$ cat src/rtl/fp_feed_pkg.sv
// Shared types and constants for the FP operand feeder and its operand classifier.
package fp_feed_pkg;

  typedef enum logic [2:0] {
    FP_ZERO,
    FP_SUBN,
    FP_NORM,
    FP_INF,
    FP_QNAN,
    FP_SNAN
  } fp_class_t;

  localparam logic [7:0] EXP_MAX  = 8'hFF;
  localparam int         QNAN_BIT = 22;

endpackage

$ cat src/rtl/fp_operand_feeder_classify.sv
// Combinational IEEE-754 binary32 class decoder used on each head-of-FIFO operand.
module fp_classify
  import fp_feed_pkg::*;
(
  input  logic [31:0] operand,
  output fp_class_t   cls
);

  logic [7:0]  exp_f;
  logic [22:0] mant_f;
  logic        unused_sign;

  assign exp_f       = operand[30:23];
  assign mant_f      = operand[22:0];
  // Sign does not affect the class; kept visible only to document that it is ignored.
  assign unused_sign = operand[31];

  always_comb begin
    cls = FP_NORM;
    if (exp_f == 8'h00) begin
      cls = (mant_f == 23'd0) ? FP_ZERO : FP_SUBN;
    end else if (exp_f == EXP_MAX) begin
      if (mant_f == 23'd0)          cls = FP_INF;
      else if (mant_f[QNAN_BIT])    cls = FP_QNAN;
      else                          cls = FP_SNAN;
    end
  end

endmodule

$ cat src/rtl/fp_operand_feeder.sv
// Operand-pair FIFO in front of the FP multiplier: valid/ready on both sides,
// per-operand class tags on the head entry and a wrapping issued-pair counter.
module fp_operand_feeder
  import fp_feed_pkg::*;
#(
  parameter int DEPTH = 4,
  parameter int CNT_W = 16
) (
  input  logic                     clk,
  input  logic                     rst,
  input  logic                     flush,
  input  logic                     s_valid,
  output logic                     s_ready,
  input  logic [31:0]              s_a,
  input  logic [31:0]              s_b,
  output logic                     m_valid,
  input  logic                     m_ready,
  output logic [31:0]              m_a,
  output logic [31:0]              m_b,
  output fp_class_t                m_class_a,
  output fp_class_t                m_class_b,
  output logic [$clog2(DEPTH):0]   level,
  output logic [CNT_W-1:0]         issued
);

  localparam int PTR_W = $clog2(DEPTH);
  localparam int LVL_W = PTR_W + 1;

  logic [31:0]      mem_a [DEPTH];
  logic [31:0]      mem_b [DEPTH];
  logic [PTR_W-1:0] wr_ptr;
  logic [PTR_W-1:0] rd_ptr;
  logic [LVL_W-1:0] level_q;
  logic [CNT_W-1:0] issued_q;
  logic             push;
  logic             pop;

  // Flow control depends on the registered level only, so no input-to-output paths.
  assign s_ready = (level_q != LVL_W'(DEPTH));
  assign m_valid = (level_q != '0);
  assign push    = s_valid && s_ready && !flush;
  assign pop     = m_valid && m_ready && !flush;

  assign level   = level_q;
  assign issued  = issued_q;
  assign m_a     = mem_a[rd_ptr];
  assign m_b     = mem_b[rd_ptr];

  // Storage: data path, no reset; stale entries are unreachable once pointers clear.
  always_ff @(posedge clk) begin
    if (push) begin
      mem_a[wr_ptr] <= s_a;
      mem_b[wr_ptr] <= s_b;
    end
  end

  // Control: pointers, occupancy and issued counter.
  always_ff @(posedge clk) begin
    if (rst) begin
      wr_ptr   <= '0;
      rd_ptr   <= '0;
      level_q  <= '0;
      issued_q <= '0;
    end else if (flush) begin
      wr_ptr   <= '0;
      rd_ptr   <= '0;
      level_q  <= '0;
    end else begin
      if (push) wr_ptr <= wr_ptr + PTR_W'(1);
      if (pop) begin
        rd_ptr   <= rd_ptr + PTR_W'(1);
        issued_q <= issued_q + CNT_W'(1);
      end
      case ({push, pop})
        2'b10:   level_q <= level_q + LVL_W'(1);
        2'b01:   level_q <= level_q - LVL_W'(1);
        default: level_q <= level_q;
      endcase
    end
  end

  fp_classify u_cls_a (
    .operand (m_a),
    .cls     (m_class_a)
  );

  fp_classify u_cls_b (
    .operand (m_b),
    .cls     (m_class_b)
  );

endmodule

$ cat config.mk
export PLATFORM = sky130hd
export DESIGN_NAME = fp_operand_feeder
export DESIGN_NICKNAME = d
export VERILOG_FILES = /design/src/rtl/fp_feed_pkg.sv /design/src/rtl/fp_operand_feeder_classify.sv /design/src/rtl/fp_operand_feeder.sv
export SDC_FILE = /design/constraint.sdc
export NUM_CORES = 1
export LEC_CHECK = 0
export BUFFER_PORTS_ARGS = -buffer_cell sky130_fd_sc_hd__buf_2
export CAP_MARGIN = 10
export CORE_ASPECT_RATIO = 1.4
export CORE_MARGIN = 2
export CORE_UTILIZATION = 56
export CTS_BUF_LIST = sky130_fd_sc_hd__clkbuf_16
export CTS_CLUSTER_DIAMETER = 150
export CTS_CLUSTER_SIZE = 25
export DETAILED_ROUTE_END_ITERATION = 7
export HOLD_SLACK_MARGIN = 0.06
export MAX_ROUTING_LAYER = met4
export PLACE_DENSITY_LB_ADDON = 0.15
export SYNTH_ARGS = -nofsm -noshare
export SYNTH_HDL_FRONTEND = slang
export SYNTH_HIERARCHICAL = 1
export SYNTH_SLANG_ARGS = --single-unit
$ cat constraint.sdc
create_clock -name clk -period 3.9 [get_ports clk]
set_input_delay 1.17 -clock clk [delete_from_list [all_inputs] [get_ports clk]]
set_output_delay 1.17 -clock clk [all_outputs]
set_load 0.01 [all_outputs]
---- After elaboration in Yosys (flattened, before gate mapping) ----
Memory sizes are Yosys's and may differ from the RTL's. A register that Yosys moved wholly into a read port is not among the register bits.
Index checks and enable logic that the tools add are counted.
storage, ports and cells
  bits in registers ....................... 23
  RAM bits ................................ 256
  output and inout port bits .............. 91
  word-level logic and storage cells ...... 47
  memories kept ........................... 2
cells by class
  $add $sub $neg .......................... 5
  equal/unequal tests ..................... 5
  multiplexer cells ....................... 17
  bitwise logic cells ..................... 1
  reduce and logical (&&, ||, !) cells .... 13
memory list
  name   depth  bits a word  read ports  clocked after Yosys merged registers in  wr ports  RTL line                 RTL
  mem_a  4      32           1           1                                        1         fp_operand_feeder.sv:29  logic [31:0] mem_a [DEPTH];
  mem_b  4      32           1           1                                        1         fp_operand_feeder.sv:30  logic [31:0] mem_b [DEPTH];
operators with widths
  kind                     number
  $logic_not A23 Y1        2
  $mux W3                  6
  $add A16 B1 Y16 const B  1
  $eq A8 B8 Y1 const B     2
  $logic_not A8 Y1         2
  $mux W2                  4
  $mux W1                  6
  $pmux W3 S2              1
  $add A2 B1 Y2 const B    2
  $logic_and A1 B1 Y1      4
  $add A3 B1 Y3 const B    1
  $ne A3 B3 Y1 const B     1
  $reduce_bool A3 Y1       1
  $sub A3 B1 Y3 const B    1
  $eq A2 B1 Y1 const B     1
  $eq A2 B2 Y1 const B     1
  $reduce_and A2 Y1        1
  $reduce_bool A2 Y1       1
  $reduce_or A2 Y1         1
  $logic_not A1 Y1         1
  $not A1 Y1               1

---- Longest topological paths before layout ----
Gate-level depths: netlist of the first run.
  depth after elaboration ................. 5
  depth in mapped cells ................... 10

---- By module ----
Netlist of the first run, hierarchy kept.
modules (own cells, without submodules)
  module             instances  cells an instance  area an instance (sq um)
  fp_operand_feeder  1          468                10426.2
  fp_classify        2          17                 133.9

---- Worst setup path before layout of the first run ----
No wires, ideal clock.
  kind .................................... input -> register
  from .................................... input port s_valid
  to ...................................... memory mem_a[0][0], enable pin
  library setup time ...................... 429 ps
  arrival ................................. 2964 ps
  data required time ...................... 3471 ps
  slack ................................... 507 ps
  stages on the path ...................... 3
  cell sequence ........................... nand2_1 nor2_1 and2_1
between the ends
  word-level cells in the longest chain between the ends .. 4
RTL lines
  item                              RTL line                 RTL
  from (decl)                       fp_operand_feeder.sv:12  input logic s_valid,
  $logic_and A1 B1 Y1 (2 in a row)  fp_operand_feeder.sv:41  assign push = s_valid && s_ready && !flush;
  $mux W1                           fp_operand_feeder.sv:51  if (push) begin
  $mux W1 (implied by the code)     fp_operand_feeder.sv:52  mem_a[wr_ptr] <= s_a;
  to (decl)                         fp_operand_feeder.sv:29
Every way passes these cells.

==> reports/results.tsv, run 1 <==
metric	value	unit
failing checks	negative setup slack	
Async S/R FF share, synth	0	
R2R Path Start	level[2]	
max-cap check violation count	0	
Final Hold Viols	0	
Post-synth EDFFs	256	
Leak Pwr	4.34	nW
clock buffer depth	3	
post-synth net total	578	
Antenna Nets Post-Route	0	
skew final	10.1	ps
total power	0.00521	W
GP Congestion	0.776	
drt first pass iters	4	
status	finished with violations	
die span in y	168	microns
Critical Path Start Type	flop	
CTS tree	done	
Hold Path Origin	wr_ptr[1]	
WS Path Type	reg2out	
clock root buffer	clkbuf_16	
Seq/Total Area, Yosys	0.766	
clock-pin slew on the worst setup and hold paths	90	ps
Max FO, Critical Path	7	
mapped cell area	0.0107	sq mm
CP max stage cell	mux4_2	
# DRC	0	
CTS H-tree lvls	1	
total gr overflow	0	
Max-slew headroom	0.608	
synth warn	6	
Seq cells post-synth	281	
share of cells above drive strength 1	0.447	
I/O Pins	160	
Nets	778	
Via density	5.80	
hold buffers post-CTS	0	
Finished Core Util	0.689	
initial core utilization	0.573	
die width	121	microns
setup slack after layout	-44.3	ps
Avg Cell Area, Syn	21.3	sq um
cts bufs inserted	15	
Worst Path Arrival	2770	ps
max-slew violations	0	
Clk Latency, worst-skew pair	480	ps
Power Density	405	mW/mm^2
top post-synthesis cells by area	edfxtp_1 72%, mux4_2 13%, dfxtp_1 4.7%	
via count	5587	
die footprint	0.0202	sq mm
Tcrit/Tclk final	1.01	
endpoints failing setup	1	
antenna violations before repair	8	
vias in the first global route	5963	
Yosys top cell area share	0.719	
Post-Synthesis Cells	502	
CP max stage delay	500	ps
initial DRC count	445	
multi-input combinational cell area	0.00256	sq mm
Most used DFF post-synth	edfxtp_1	
post-placement worst setup slack	229	ps
FF/Latch Area	0.00820	sq mm
Slew @ Worst Pin	587	ps
DPL Wire Length	13700	microns
min cycle time layout	3940	ps
critical path endpoint category	output pin	
Total GRT Usage	0.217	
Layout area overhead	20.3	%
first-pass GRT wire length	32400	microns
Critical Path RT	2730	ps
Placeable Area	0.0187	sq mm
critical path cell sequence	buf_12, clkbuf_16, buf_4, mux4_2, nor4_1, and4_4, a31oi_4, a21oi_2, buf_2	
# port buffers	159	
Distinct cells, synth	44	
Routed WL per cell	22.5	microns
Num Clock Sinks	281	
post-synth top area cell	edfxtp_1	
Max Fclk	254	MHz
Fill cells	1193	
final wirelength	21600	microns
Max VDD drop	0.294	mV
Hold Slack	498	ps
RSZ-0062 raised after global routing	true	
Hold WC Path Type	reg2reg	
largest net degree at the start of global routing	55	
num rows	59	
power by group:
part           switching, W  internal [W]  leakage (nW)
Clock              0.000897      0.000725         0.247
Combinational      0.000147      0.000103          1.57
Sequential        0.0000126       0.00333          2.53
Total               0.00106       0.00416          4.34
per-layer routing:
layer  up-vias  share of wire  GRT usage
met2       189           0.54      0.380
li1       2494              -          -
met4         0          0.018     0.0581
met3        27          0.068     0.0422
met5         -              0          -
met1      2877           0.37      0.260
cell usage in the layout, fill, tap and decap left out, drive strengths merged:
master	Yosys	routed
clkbuf	8	18
ha	6	6
edfxtp	256	256
or3b	1	1
or3	8	8
nand3	6	6
inv	8	19
buf	9	196
xor2	6	6
and2	4	4
xnor2	6	6
and4b	2	2
nand2	7	7
a31o	2	2
bufbuf	0	1
mux2i	1	1
o31ai	1	1
nor3b	1	1
dfxtp	25	25
and4	4	4
a21oi	13	13
and3	2	2
diode	0	8
nor2	16	16
o21ai	10	10
nand4	8	8
nand3b	1	1
or4	1	1
nor3	5	5
a31oi	2	2
nand4b	1	1
mux4	64	64
nor4	14	14
fa	1	1
or2	3	3
metrics by stage:
step | instances | cell area (sq um) | setup TNS [ps]
2_1_floorplan | 502 | 10700 | 0
3_3_place_gp | 902 | 11900 | 0
3_5_place_dp | 902 | 11900 | 0
4_1_cts | 935 | 12500 | 0
5_1_grt | 963 | 12900 | -224
6_report | 963 | 12900 | -44.3
cell type report:
type,count,share of cell area
diodes,8,0.00156
flip-flops and latches,281,0.637
repair buffers,200,0.102
well taps,244,0.0237
multi-input cells,196,0.199
clock buffers,15,0.0292
inverters,8,0.00253
clock inverters,11,0.00486
registers in the layout, indices dropped and copies added (netlist names), named ones only:
signal and count:
mem_a 128, level 3, wr_ptr 2, rd_ptr 2
issued 16, mem_b 128
cells by family (layout without fill, tap and decap cells):
kind of cell / after synthesis / in the layout / share of synthesized area
DFF: 281 / 281 / 0.766
and+or+nand+nor: 84 / 84 / 0.0551
muxes: 65 / 65 / 0.136
AOI/OAI and AO/OA: 28 / 28 / 0.0150
buffers and inverters: 25 / 234 / 0.00983
xor gates and xnor gates: 12 / 12 / 0.00983
adders and majority gates: 7 / 7 / 0.00889
other: 0 / 8 / 0
synthesized netlist by cell type (all sizes together), types with 2 or more instances:
cell,n
dfxtp,25
and3,2
mux4,64
xnor2,6
nand4,8
nor2,16
o21ai,10
and2,4
xor2,6
edfxtp,256
nand2,7
nor4,14
clkbuf,8
and4b,2
a31oi,2
and4,4
or2,3
buf,9
ha,6
nand3,6
inv,8
a31o,2
nor3,5
or3,8
a21oi,13
what timing repair did:
| action | in CTS | in global routing |
|---|---|---|
| pin swaps | 0 | 4 |
| endpoints found under the setup margin | 6 | 4 |
| buffers inserted | 6 | 17 |
| resized for setup | 8 | 24 |
| gates cloned | 1 | 3 |
critical path, delay by kind of cell (launching register included):
family / cells / cell delay, ps
flops: 1 / 380
simple gates: 2 / 630
buf+inv: 4 / 540
compound gates: 2 / 230
mux: 1 / 500
final timing paths:
check	slack (ps)	endpoint	cells after the start
worst min register to register	500	wr_ptr[1]	2
worst max register to register	1340	level[2]	10
worst min-delay path	500	wr_ptr[1]	2
worst max-delay path	-40	m_class_b[1]	9
Note: power is estimated with default switching activity, not from simulation.
==> inputs of run 2 (changes only) <==
Settings changed: CELL_PAD_IN_SITES_DETAIL_PLACEMENT set to 1, CELL_PAD_IN_SITES_GLOBAL_PLACEMENT set to 2, CORE_UTILIZATION 56 to 43, MAX_ROUTING_LAYER met4 to not set.
==> run 2 against run 1 <==
Effect of this change:
- the run now ends clean
- sequential power about the same
- sequential cell count unchanged
- global-route usage decreased by 3.6 points
- largest cell class unchanged
==> reports/results.tsv, run 2 (synthesis gave the netlist of run 1 again) <==
metric	value	unit	change
initial core utilization	0.435		was 0.573
post-placement worst setup slack	312	ps	was 229 ps
Critical Path RT	2730	ps	about the same
via count	5518		was 5587
die footprint	0.0262	sq mm	was 0.0202 sq mm
Max-slew headroom	0.657		was 0.608
clock root buffer	clkbuf_16		unchanged
Power Density	404	mW/mm^2	was 405 mW/mm^2
skew final	27.4	ps	was 10.1 ps
most frequent cells in the layout	256 x edfxtp_1, 159 x buf_2, 64 x mux4_2, 23 x dfxtp_1, 19 x buf_4		was 256 x edfxtp_1, 159 x buf_2, 64 x mux4_2, 26 x buf_4, 23 x dfxtp_1
first-pass GRT wire length	35600	microns	was 32400 microns
DP Cell Count	972		was 902
Critical Path Start Type	flop		unchanged
Hold WC Path Type	reg2reg		unchanged
Antenna Nets Post-Route	0		unchanged
Fill cells	2237		was 1193
Finished Core Util	0.526		was 0.689
die width	137	microns	was 121 microns
Leak Pwr	4.32	nW	was 4.34 nW
Final Hold Viols	0		unchanged
critical path endpoint category	output pin		unchanged
hold buffers post-CTS	0		unchanged
cts bufs inserted	15		unchanged
endpoints failing setup	0		was 1
Max VDD drop	0.313	mV	was 0.294 mV
CTS tree	done		unchanged
WS Path Type	reg2out		unchanged
Placeable Area	0.0246	sq mm	was 0.0187 sq mm
Nets	772		was 778
drt first pass iters	4		unchanged
Routed WL per cell	22.9	microns	was 22.5 microns
Layout area overhead	21.0	%	was 20.3%
Max Fclk	261	MHz	was 254 MHz
Clk Latency, worst-skew pair	490	ps	was 480 ps
Worst Path Arrival	2670	ps	was 2770 ps
setup slack after layout	63.6	ps	was -44.3 ps
min cycle time layout	3840	ps	was 3940 ps
# DRC	0		unchanged
max-cap check violation count	0		unchanged
clock-pin slew on the worst setup and hold paths	90	ps	about the same
RSZ-0062 raised after global routing	true		unchanged
I/O Pins	160		unchanged
final wirelength	23400	microns	was 21600 microns
Total GRT Usage	0.182		was 0.217
Tcrit/Tclk final	0.984		was 1.01
die span in y	191	microns	was 168 microns
Final Instance Count excl. Fillers	1022		was 963
largest net degree at the start of global routing	65		was 55
Max FO, Critical Path	6		was 7
# port buffers	159		unchanged
share of cells above drive strength 1	0.446		was 0.447
total gr overflow	0		unchanged
commonest non-fill, non-tap cell in the layout	edfxtp_1		unchanged
Slew @ Worst Pin	515	ps	was 587 ps
total power	0.00523	W	was 0.00521 W
CTS H-tree lvls	1		unchanged
Via density	5.40		was 5.80
setup TNS	0	ps	was -44.3 ps
DPL Wire Length	15500	microns	was 13700 microns
num rows	68		was 59
clock buffer depth	3		unchanged
Num Clock Sinks	281		unchanged
initial DRC count	278		was 445
GP Congestion	0.698		was 0.776
antenna violations before repair	5		was 8
max-slew violations	0		unchanged
vias in the first global route	6039		was 5963
status	finished clean		was finished with violations
-- run 2: final timing paths --
path               from            to  slack (ps)  cells past startpoint
min reg2reg  issued[15]    issued[15]         490                      2
min          issued[15]    issued[15]         490                      2
max reg2reg    level[2]      level[2]        1310                     10
max                flop  m_class_a[0]          60                      8
-- run 2: power by group --
| group | internal [W] | leakage [nW] | switching (W) |
|---|---|---|---|
| clock | 0.000720 | 0.243 | 0.000909 |
| combinational | 0.000104 | 1.55 | 0.000154 |
| sequential | 0.00333 | 2.53 | 0.0000124 |
| total | 0.00415 | 4.32 | 0.00108 |
-- run 2: worst max-delay path, cell delays in order (launching register included) --
cell and delay [ps]:
dfxtp_4 380, buf_12 120, bufbuf_16 270, mux4_2 560, nor4_4 380, nand2_1 80
a31o_1 190, o21ai_1 70, buf_2 140
-- run 2: layout make-up --
class / instances / area (sq um) / area share
Multi-Input combinational cell: 196 / 2590 / 0.200
Inverter: 8 / 32.5 / 0.00251
Sequential cell: 281 / 8200 / 0.633
Antenna cell: 3 / 7.51 / 0.000580
Tap cell: 315 / 394 / 0.0305
Clock buffer: 15 / 375 / 0.0290
Timing Repair Buffer: 194 / 1290 / 0.0996
Clock inverter: 10 / 53.8 / 0.00416
-- run 2: repair_timing --
item | in CTS | in global routing
gates resized for setup | 33 | 5
pin swaps | 4 | 2
endpoints found under the setup margin | 6 | 5
buffers inserted | 15 | 4
gates cloned | 3 | 1
-- run 2: stage by stage --
stage | hold WS, ps | area (sq um)
finish | 492 | 12900
global route | 537 | 12900
CTS | 492 | 12900
detailed placement | 476 | 12000
global placement | 470 | 12000
floorplan | 469 | 10700
-- run 2: per-layer routing --
metal	wire length (microns)	global-route usage	vias up
li1	-	-	2476
met2	12100	0.324	151
met5	24	0	-
met1	9400	0.226	2860
met3	1380	0.0375	27
met4	447	0.0432	4
